--- src/rtl/eth_pkg.sv ---
// Shared Ethernet definitions: header geometry, broadcast address and the
// receive header parser state encoding.
package eth_pkg;

  localparam int ETH_HDR_BYTES = 14;
  localparam int MAC_ADDR_WIDTH = 48;
  localparam logic [MAC_ADDR_WIDTH-1:0] BCAST_MAC = 48'hFFFF_FFFF_FFFF;

  typedef enum logic [1:0] {
    HEADER,
    HDR_WAIT,
    PAYLOAD,
    DROP
  } hdr_state_e;

  // Counter increment that sticks at all-ones instead of wrapping.
  function automatic logic [15:0] sat_inc16(input logic [15:0] v);
    return (v == 16'hFFFF) ? v : v + 16'd1;
  endfunction

endpackage

--- src/rtl/eth_rx_hdr_parser.sv ---
// Splits a received Ethernet frame into a registered header (dest, src, type)
// and a combinational payload passthrough, dropping runts and foreign frames.
module eth_rx_hdr_parser
  import eth_pkg::*;
#(
  parameter logic [MAC_ADDR_WIDTH-1:0] STATION_MAC = 48'h00_0A_35_00_01_02,
  parameter bit PROMISCUOUS = 1'b0
) (
  input  logic                      clk_100,
  input  logic                      reset_n,
  input  logic [7:0]                s_rx_axis_tdata,
  input  logic                      s_rx_axis_tvalid,
  input  logic                      s_rx_axis_tuser,
  input  logic                      s_rx_axis_tlast,
  output logic                      s_rx_axis_trdy,
  output logic                      m_hdr_valid,
  input  logic                      m_hdr_rdy,
  output logic [MAC_ADDR_WIDTH-1:0] m_hdr_dest_mac,
  output logic [MAC_ADDR_WIDTH-1:0] m_hdr_src_mac,
  output logic [15:0]               m_hdr_eth_type,
  output logic [7:0]                m_pld_axis_tdata,
  output logic                      m_pld_axis_tvalid,
  output logic                      m_pld_axis_tuser,
  output logic                      m_pld_axis_tlast,
  input  logic                      m_pld_axis_trdy,
  output logic [15:0]               drop_cnt
);

  localparam logic [3:0] LAST_HDR_IDX = 4'(ETH_HDR_BYTES - 1);

  hdr_state_e state;
  logic [3:0] byte_cnt;
  logic       rx_fire;
  logic       dest_ok;

  // Handshake: a byte moves on a rising edge where tvalid && trdy on that
  // side. Input ready is held low while reset is asserted.
  assign s_rx_axis_trdy = reset_n &&
                          ((state == HEADER) || (state == DROP) ||
                           ((state == PAYLOAD) && m_pld_axis_trdy));
  assign rx_fire = s_rx_axis_tvalid && s_rx_axis_trdy;

  // The destination register is complete once byte 5 is in, so it is
  // already final when byte 13 is accepted.
  assign dest_ok = PROMISCUOUS ||
                   (m_hdr_dest_mac == STATION_MAC) ||
                   (m_hdr_dest_mac == BCAST_MAC);

  assign m_pld_axis_tdata  = s_rx_axis_tdata;
  assign m_pld_axis_tuser  = s_rx_axis_tuser;
  assign m_pld_axis_tlast  = s_rx_axis_tlast;
  assign m_pld_axis_tvalid = reset_n && (state == PAYLOAD) && s_rx_axis_tvalid;

  always_ff @(posedge clk_100) begin
    if (!reset_n) begin
      state          <= HEADER;
      byte_cnt       <= 4'd0;
      m_hdr_valid    <= 1'b0;
      m_hdr_dest_mac <= '0;
      m_hdr_src_mac  <= '0;
      m_hdr_eth_type <= '0;
      drop_cnt       <= '0;
    end else begin
      case (state)
        HEADER: begin
          if (rx_fire) begin
            if (byte_cnt < 4'd6)
              m_hdr_dest_mac <= {m_hdr_dest_mac[39:0], s_rx_axis_tdata};
            else if (byte_cnt < 4'd12)
              m_hdr_src_mac <= {m_hdr_src_mac[39:0], s_rx_axis_tdata};
            else
              m_hdr_eth_type <= {m_hdr_eth_type[7:0], s_rx_axis_tdata};

            if (s_rx_axis_tlast) begin
              byte_cnt <= 4'd0;
              drop_cnt <= sat_inc16(drop_cnt);
            end else if (byte_cnt == LAST_HDR_IDX) begin
              byte_cnt <= 4'd0;
              if (dest_ok) begin
                state       <= HDR_WAIT;
                m_hdr_valid <= 1'b1;
              end else begin
                state <= DROP;
              end
            end else begin
              byte_cnt <= byte_cnt + 4'd1;
            end
          end
        end
        HDR_WAIT: begin
          if (m_hdr_rdy) begin
            state       <= PAYLOAD;
            m_hdr_valid <= 1'b0;
          end
        end
        PAYLOAD: begin
          if (rx_fire && s_rx_axis_tlast) state <= HEADER;
        end
        DROP: begin
          if (rx_fire && s_rx_axis_tlast) begin
            drop_cnt <= sat_inc16(drop_cnt);
            state    <= HEADER;
          end
        end
        default: state <= HEADER;
      endcase
    end
  end

endmodule

--- config.mk ---
export PLATFORM = sky130hd
export DESIGN_NAME = eth_rx_hdr_parser
export DESIGN_NICKNAME = d
export VERILOG_FILES = /design/src/rtl/eth_pkg.sv /design/src/rtl/eth_rx_hdr_parser.sv
export SDC_FILE = /design/constraint.sdc
export NUM_CORES = 1
export LEC_CHECK = 0
export ABC_AREA = 1
export CAP_MARGIN = 10
export CELL_PAD_IN_SITES_DETAIL_PLACEMENT = 1
export CELL_PAD_IN_SITES_GLOBAL_PLACEMENT = 2
export CORE_ASPECT_RATIO = 2
export CORE_UTILIZATION = 26
export DETAILED_ROUTE_END_ITERATION = 8
export PLACE_DENSITY = 0.77
export SYNTH_ARGS = -nofsm -noshare
export SYNTH_HDL_FRONTEND = slang
export SYNTH_SLANG_ARGS = --single-unit
--- constraint.sdc ---
create_clock -name clk_100 -period 2.1 [get_ports clk_100]
set_input_delay 0.42 -clock clk_100 [delete_from_list [all_inputs] [get_ports clk_100]]
set_output_delay 0.42 -clock clk_100 [all_outputs]
set_load 0.02 [all_outputs]
# == Word level (Yosys, flattened, before mapping) ==
# Cells that the tools add are included.
# classes
reduce_logical,20
eq_ne,15
n_mux,20
bitwise,2
n_addsub,2
magnitude_cmp,2
# ops
cell,count
16-bit 2-to-1 mux,4
48-bit by 36-bit == test with 1-bit output (second input constant),1
48-bit == test (second input constant),1
16-bit case mux with 2 select lines,1
16-bit by 1-bit adder with 16-bit output (second input constant),1
16-bit == test (second input constant),1
2-bit 2-to-1 mux,6
4-bit AND reduction,3
2-bit != test (second input constant),5
4-bit 2-to-1 mux,2
1-bit logical AND,6
2-bit by 1-bit != test with 1-bit output (second input constant),3
2-bit case mux with 3 select lines,1
6-bit AND reduction,1
1-bit 2-to-1 mux,5
5-bit AND reduction,1
4-bit by 1-bit adder with 4-bit output (second input constant),1
2-bit == test (second input constant),2
4-bit == test (second input constant),1
4-bit by 3-bit less-than comparator with 1-bit output (second input constant),1
4-bit less-than comparator (second input constant),1
2-bit nonzero test,2
1-bit logical OR,3
3-bit AND reduction,1
other kinds (6),7
# word_totals
regBits,135
output_inout_bits,141
word_cells,68
input_bits,15

# == Logic depth before layout (Yosys ltp) ==
# depth
word_depth,8
depth_mapped,12

# == Worst setup path after synthesis ==
# OpenSTA, ideal clock, no wires.
# synth_path
path_type,reg2reg
start,register state[0]
end,register drop_cnt[6]
synth_period_minus_slack_ns,1.799
setup_slack_ns,0.301
t_required_ns,2.033
arrival_ns,1.732
path_buffers,1
stages_incl_launch_ff,11
setup_ns,0.067
path_cell_list,dfxtp_1 inv_1 ha_1 a21oi_2 nand3_2 nor2_4 nand2_4 inv_2 buf_6 nand2_1 a21oi_2
# synth_via
elab_chain_len,8
elab_cells_between_ends,15
# synth_lines
item,line_no,source
from (decl),eth_rx_hdr_parser.sv:31,hdr_state_e state;
from (signal assigned),eth_rx_hdr_parser.sv:56,state <= HEADER;
from (signal assigned),eth_rx_hdr_parser.sv:80,state <= HDR_WAIT;
from (signal assigned),eth_rx_hdr_parser.sv:83,state <= DROP;
"2-bit == test, or another cell as far along",eth_rx_hdr_parser.sv:39,((state == HEADER) || (state == DROP) ||
1-bit logical OR or 1-bit logical AND (tied branches),"eth_rx_hdr_parser.sv:39, eth_rx_hdr_parser.sv:40",
1-bit logical OR *,eth_rx_hdr_parser.sv:39,
1-bit logical AND *,eth_rx_hdr_parser.sv:38,assign s_rx_axis_trdy = reset_n &&
named net s_rx_axis_trdy,eth_rx_hdr_parser.sv:15,"output logic s_rx_axis_trdy,"
1-bit logical AND *,eth_rx_hdr_parser.sv:41,assign rx_fire = s_rx_axis_tvalid && s_rx_axis_trdy;
1-bit logical AND,eth_rx_hdr_parser.sv:100,if (rx_fire && s_rx_axis_tlast) begin
2-bit by 1-bit != test with 1-bit output (no source line),--,
4-bit AND reduction (no source line) *,--,
to (signal assigned),eth_rx_hdr_parser.sv:76,drop_cnt <= sat_inc16(drop_cnt);
to (signal assigned),eth_rx_hdr_parser.sv:101,drop_cnt <= sat_inc16(drop_cnt);
to (decl),eth_rx_hdr_parser.sv:26,output logic [15:0] drop_cnt
# Mark *: on every way through the listed nets, which the timed path passes. The rest lies on a longest branch.
# A chain may end at the register's enable or synchronous reset.

# == Worst setup path after layout ==
# layout_path
start,input port s_rx_axis_tdata[7]
end,output port m_pld_axis_tdata[7]
# layout_lines
item,line_no,source
from (decl),eth_rx_hdr_parser.sv:11,"input logic [7:0] s_rx_axis_tdata,"
to (decl),eth_rx_hdr_parser.sv:21,"output logic [7:0] m_pld_axis_tdata,"
# No word-level cell between the ends.

==> flow_metrics.py <==
metrics = {
    "outcome": {
        "outcome": "complete, no violations",
    },
    "synth": {
        "yosysWarnings": 0,
        "syn_avg_cell_area_um2": 7.27,
        "synth-seq-cells": 135,
        "netlist_area_um2": 5710,
        "synthesis.nets": 806,
        "ys_seq_area_share_pct": 47.3,
        "ys_types": 29,
        "synth_cells": 786,
    },
    "timing": {
        "worst_slew_pin_slew_ns": 0.482,
        "period_needed_ns": 2.00,
        "fin_crit_sh_pct": 95.2,
        "finClkSkew_ns": 0.0139,
        "report.final.slew_viol_count": 0,
        "grt_setup_unrepaired": "false",
        "relSlewSlack_pct": 67.9,
        "holdWs_ns": 0.463,
        "hold_viol": 0,
        "setup_viol": 0,
        "max_freq_mhz": 500,
    },
    "cts": {
        "cts-htree-levels": 4,
        "cts_tree": "built",
        "clk_pin_slew_ns": 0.06,
        "cts-root-buf": "clkbuf_16",
        "cts_hold_buf": 0,
        "postCtsSetupBuffers": 0,
        "cts-buffers-inserted": 17,
        "cts.sinks": 135,
        "clkLatencyLatePin_ns": 0.42,
        "clockBufferDepth": 2,
        "cts_resized": 4,
    },
    "floorplanning": {
        "start_util_pct": 26.6,
        "chipHeight_um": 212,
        "ios": 156,
        "die_area_um2": 22600,
        "rows": 76,
        "die_w_um": 107,
        "coreArea_um2": 21500,
    },
    "global_route": {
        "grt.overflow.total": 0,
        "antenna_found_initial": 0,
        "grt_pass1_wl_mm": 29.9,
        "grt_max_degree": 113,
        "grtUsageTotal_pct": 17.5,
        "first_global_vias": 5702,
    },
    "power_and_ir_drop": {
        "vdd_ir_drop_max_mv": 0.457,
        "powerDensity_nw_per_um2": 769,
        "design_power_total_uw": 6360,
        "p_leak_uw": 0.00305,
    },
    "setup_path": {
        "crit_type": "input port to output port",
        "worstSetupEndpointType": "output port",
        "critPathTopFamily": "buffers and inverters",
        "crit_arrival_ns": 1.58,
        "start_kind": "input port",
        "cp_num_buf_inv": 2,
        "worst_ep_required_time_ns": 1.68,
        "cp_cell_sequence": "clkdlybuf4s50_1, clkdlybuf4s50_1",
        "cpPeakStageDelay_ns": 0.63,
        "slowest_stage": "clkdlybuf4s50_1",
        "crit_fanout": 2,
        "crit_top_cell": "clkdlybuf4s50_1",
    },
    "placed_design": {
        "placed_area_um2": 7660,
        "portBuffers": 153,
        "gp_congestion": 0.770,
        "place_hpwl_mm": 14.1,
    },
    "finish": {
        "drive_gt1_share_pct": 8.91,
        "n_antenna_cell": 0,
        "layout-area-overhead-vs-synth_pct": 44.7,
        "fin_area_um2": 8260,
        "final_nets": 961,
    },
    "detailed_routing": {
        "vias": 5530,
        "drt_wl_total_mm": 18.9,
        "firstDrtPassIters": 4,
        "via_per_inst": 4.51,
        "drtIter0Drc": 203,
        "wire_per_inst_um": 15.4,
        "ant_nets": 0,
        "route.detailed.drc": 0,
    },
    "flow_run": {
        "cap_viol_max_count": 0,
    },
    "hold_path": {
        "min_path_type": "register to register",
    },
}
==> worst paths after layout <==
| kind | startpoint | depth (start not counted) | end | slack (ns) |
|---|---|---|---|---|
| max | s_rx_axis_tdata[7] | 2 | m_pld_axis_tdata[7] | 0.10 |
| min | m_hdr_eth_type[15] | 2 | m_hdr_eth_type[15] | 0.46 |
| max reg2reg | state[0] | 10 | m_hdr_eth_type[1] | 0.17 |
| min reg2reg | m_hdr_eth_type[15] | 2 | m_hdr_eth_type[15] | 0.46 |
==> synth_stat cells (all sizes together) <==
| master | instances | area share, % |
|---|---|---|
| dfxtp | 135 | 47 |
| nor2 | 172 | 12 |
| nand3b | 3 | 0.39 |
| o21ai | 107 | 9.4 |
| nand4 | 6 | 0.66 |
| or2 | 1 | 0.11 |
| nor3 | 7 | 0.81 |
| nand2 | 118 | 7.9 |
| and3 | 1 | 0.11 |
| ha | 5 | 1.1 |
| nand3 | 21 | 2.2 |
| xor2 | 10 | 1.5 |
| o211a | 1 | 0.18 |
| clkbuf | 22 | 1.4 |
| inv | 63 | 4.1 |
| a21oi | 81 | 7.2 |
| buf | 30 | 3.4 |
| xnor2 | 2 | 0.31 |
| nor3b | 1 | 0.13 |
==> cells in the final DEF (no fill, tap or decap), types with 5 or more instances in the layout <==
| cell type | n |
|---|---|
| a21oi_1 | 79 |
| buf_12 | 7 |
| buf_4 | 29 |
| clkbuf_16 | 17 |
| clkbuf_8 | 5 |
| clkdlybuf4s50_1 | 150 |
| dfxtp_1 | 135 |
| ha_1 | 5 |
| inv_1 | 59 |
| nand2_1 | 116 |
| nand3_1 | 17 |
| nand4_1 | 6 |
| nor2_1 | 168 |
| nor3_1 | 6 |
| o21ai_0 | 85 |
| o21ai_1 | 22 |
| xor2_1 | 10 |
==> where the power goes <==
part	total, uW	leakage [uW]	switching, uW	internal (uW)
Combinational	571	0.00166	326	245
Clock	3090	0.000294	1170	1920
Sequential	2700	0.00110	71.1	2630
==> metal layers <==
layer,vias to the layer above,GRT usage [%],part of all wire [%]
met5,-,0,0
met4,0,5.72,1.3
met3,15,3.76,3.3
met2,93,36.1,60
met1,2607,16.3,36
li1,2815,-,-
==> sequential cells by signal (all words and copies together) (netlist names) <==
signal and cells:
m_hdr_dest_mac 48, m_hdr_valid 1, drop_cnt 16, m_hdr_src_mac 48
m_hdr_eth_type 16, state 2, byte_cnt 4
==> layout make-up <==
cell class              instances  area (um^2)
well taps                     273          342
fillers                      2668        13200
flip-flops and latches        135         2700
multi-input cells             536         2500
inverters                      63          236
clock inverters                 8          110
repair buffers                188         1870
clock buffers                  24          502
==> metrics by stage <==
step | util [%] | setup TNS [ns] | setup WS [ns] | instances
2_1_floorplan | - | 0 | 0.301 | 786
3_3_place_gp | 35.6 | -0.0640 | -0.0363 | 1195
3_5_place_dp | 35.6 | -0.133 | -0.0519 | 1195
4_1_cts | 38.5 | 0 | 0.0162 | 1227
5_1_grt | 38.4 | 0 | 0.0199 | 1227
6_report | 38.4 | 0 | 0.101 | 1227
==> logic make-up (layout without fill, tap and decap cells) <==
group	after synthesis	in the layout	synth area share (%)
AO/OA/AOI/OAI	189	189	16.8
XOR/XNOR	12	12	1.84
adder cells (fa/ha/maj)	5	5	1.10
buffers and inverters	115	283	9.01
flip-flops	135	135	47.3
AND/OR/NAND/NOR	330	330	23.9
(Power assumes the default switching activity.)
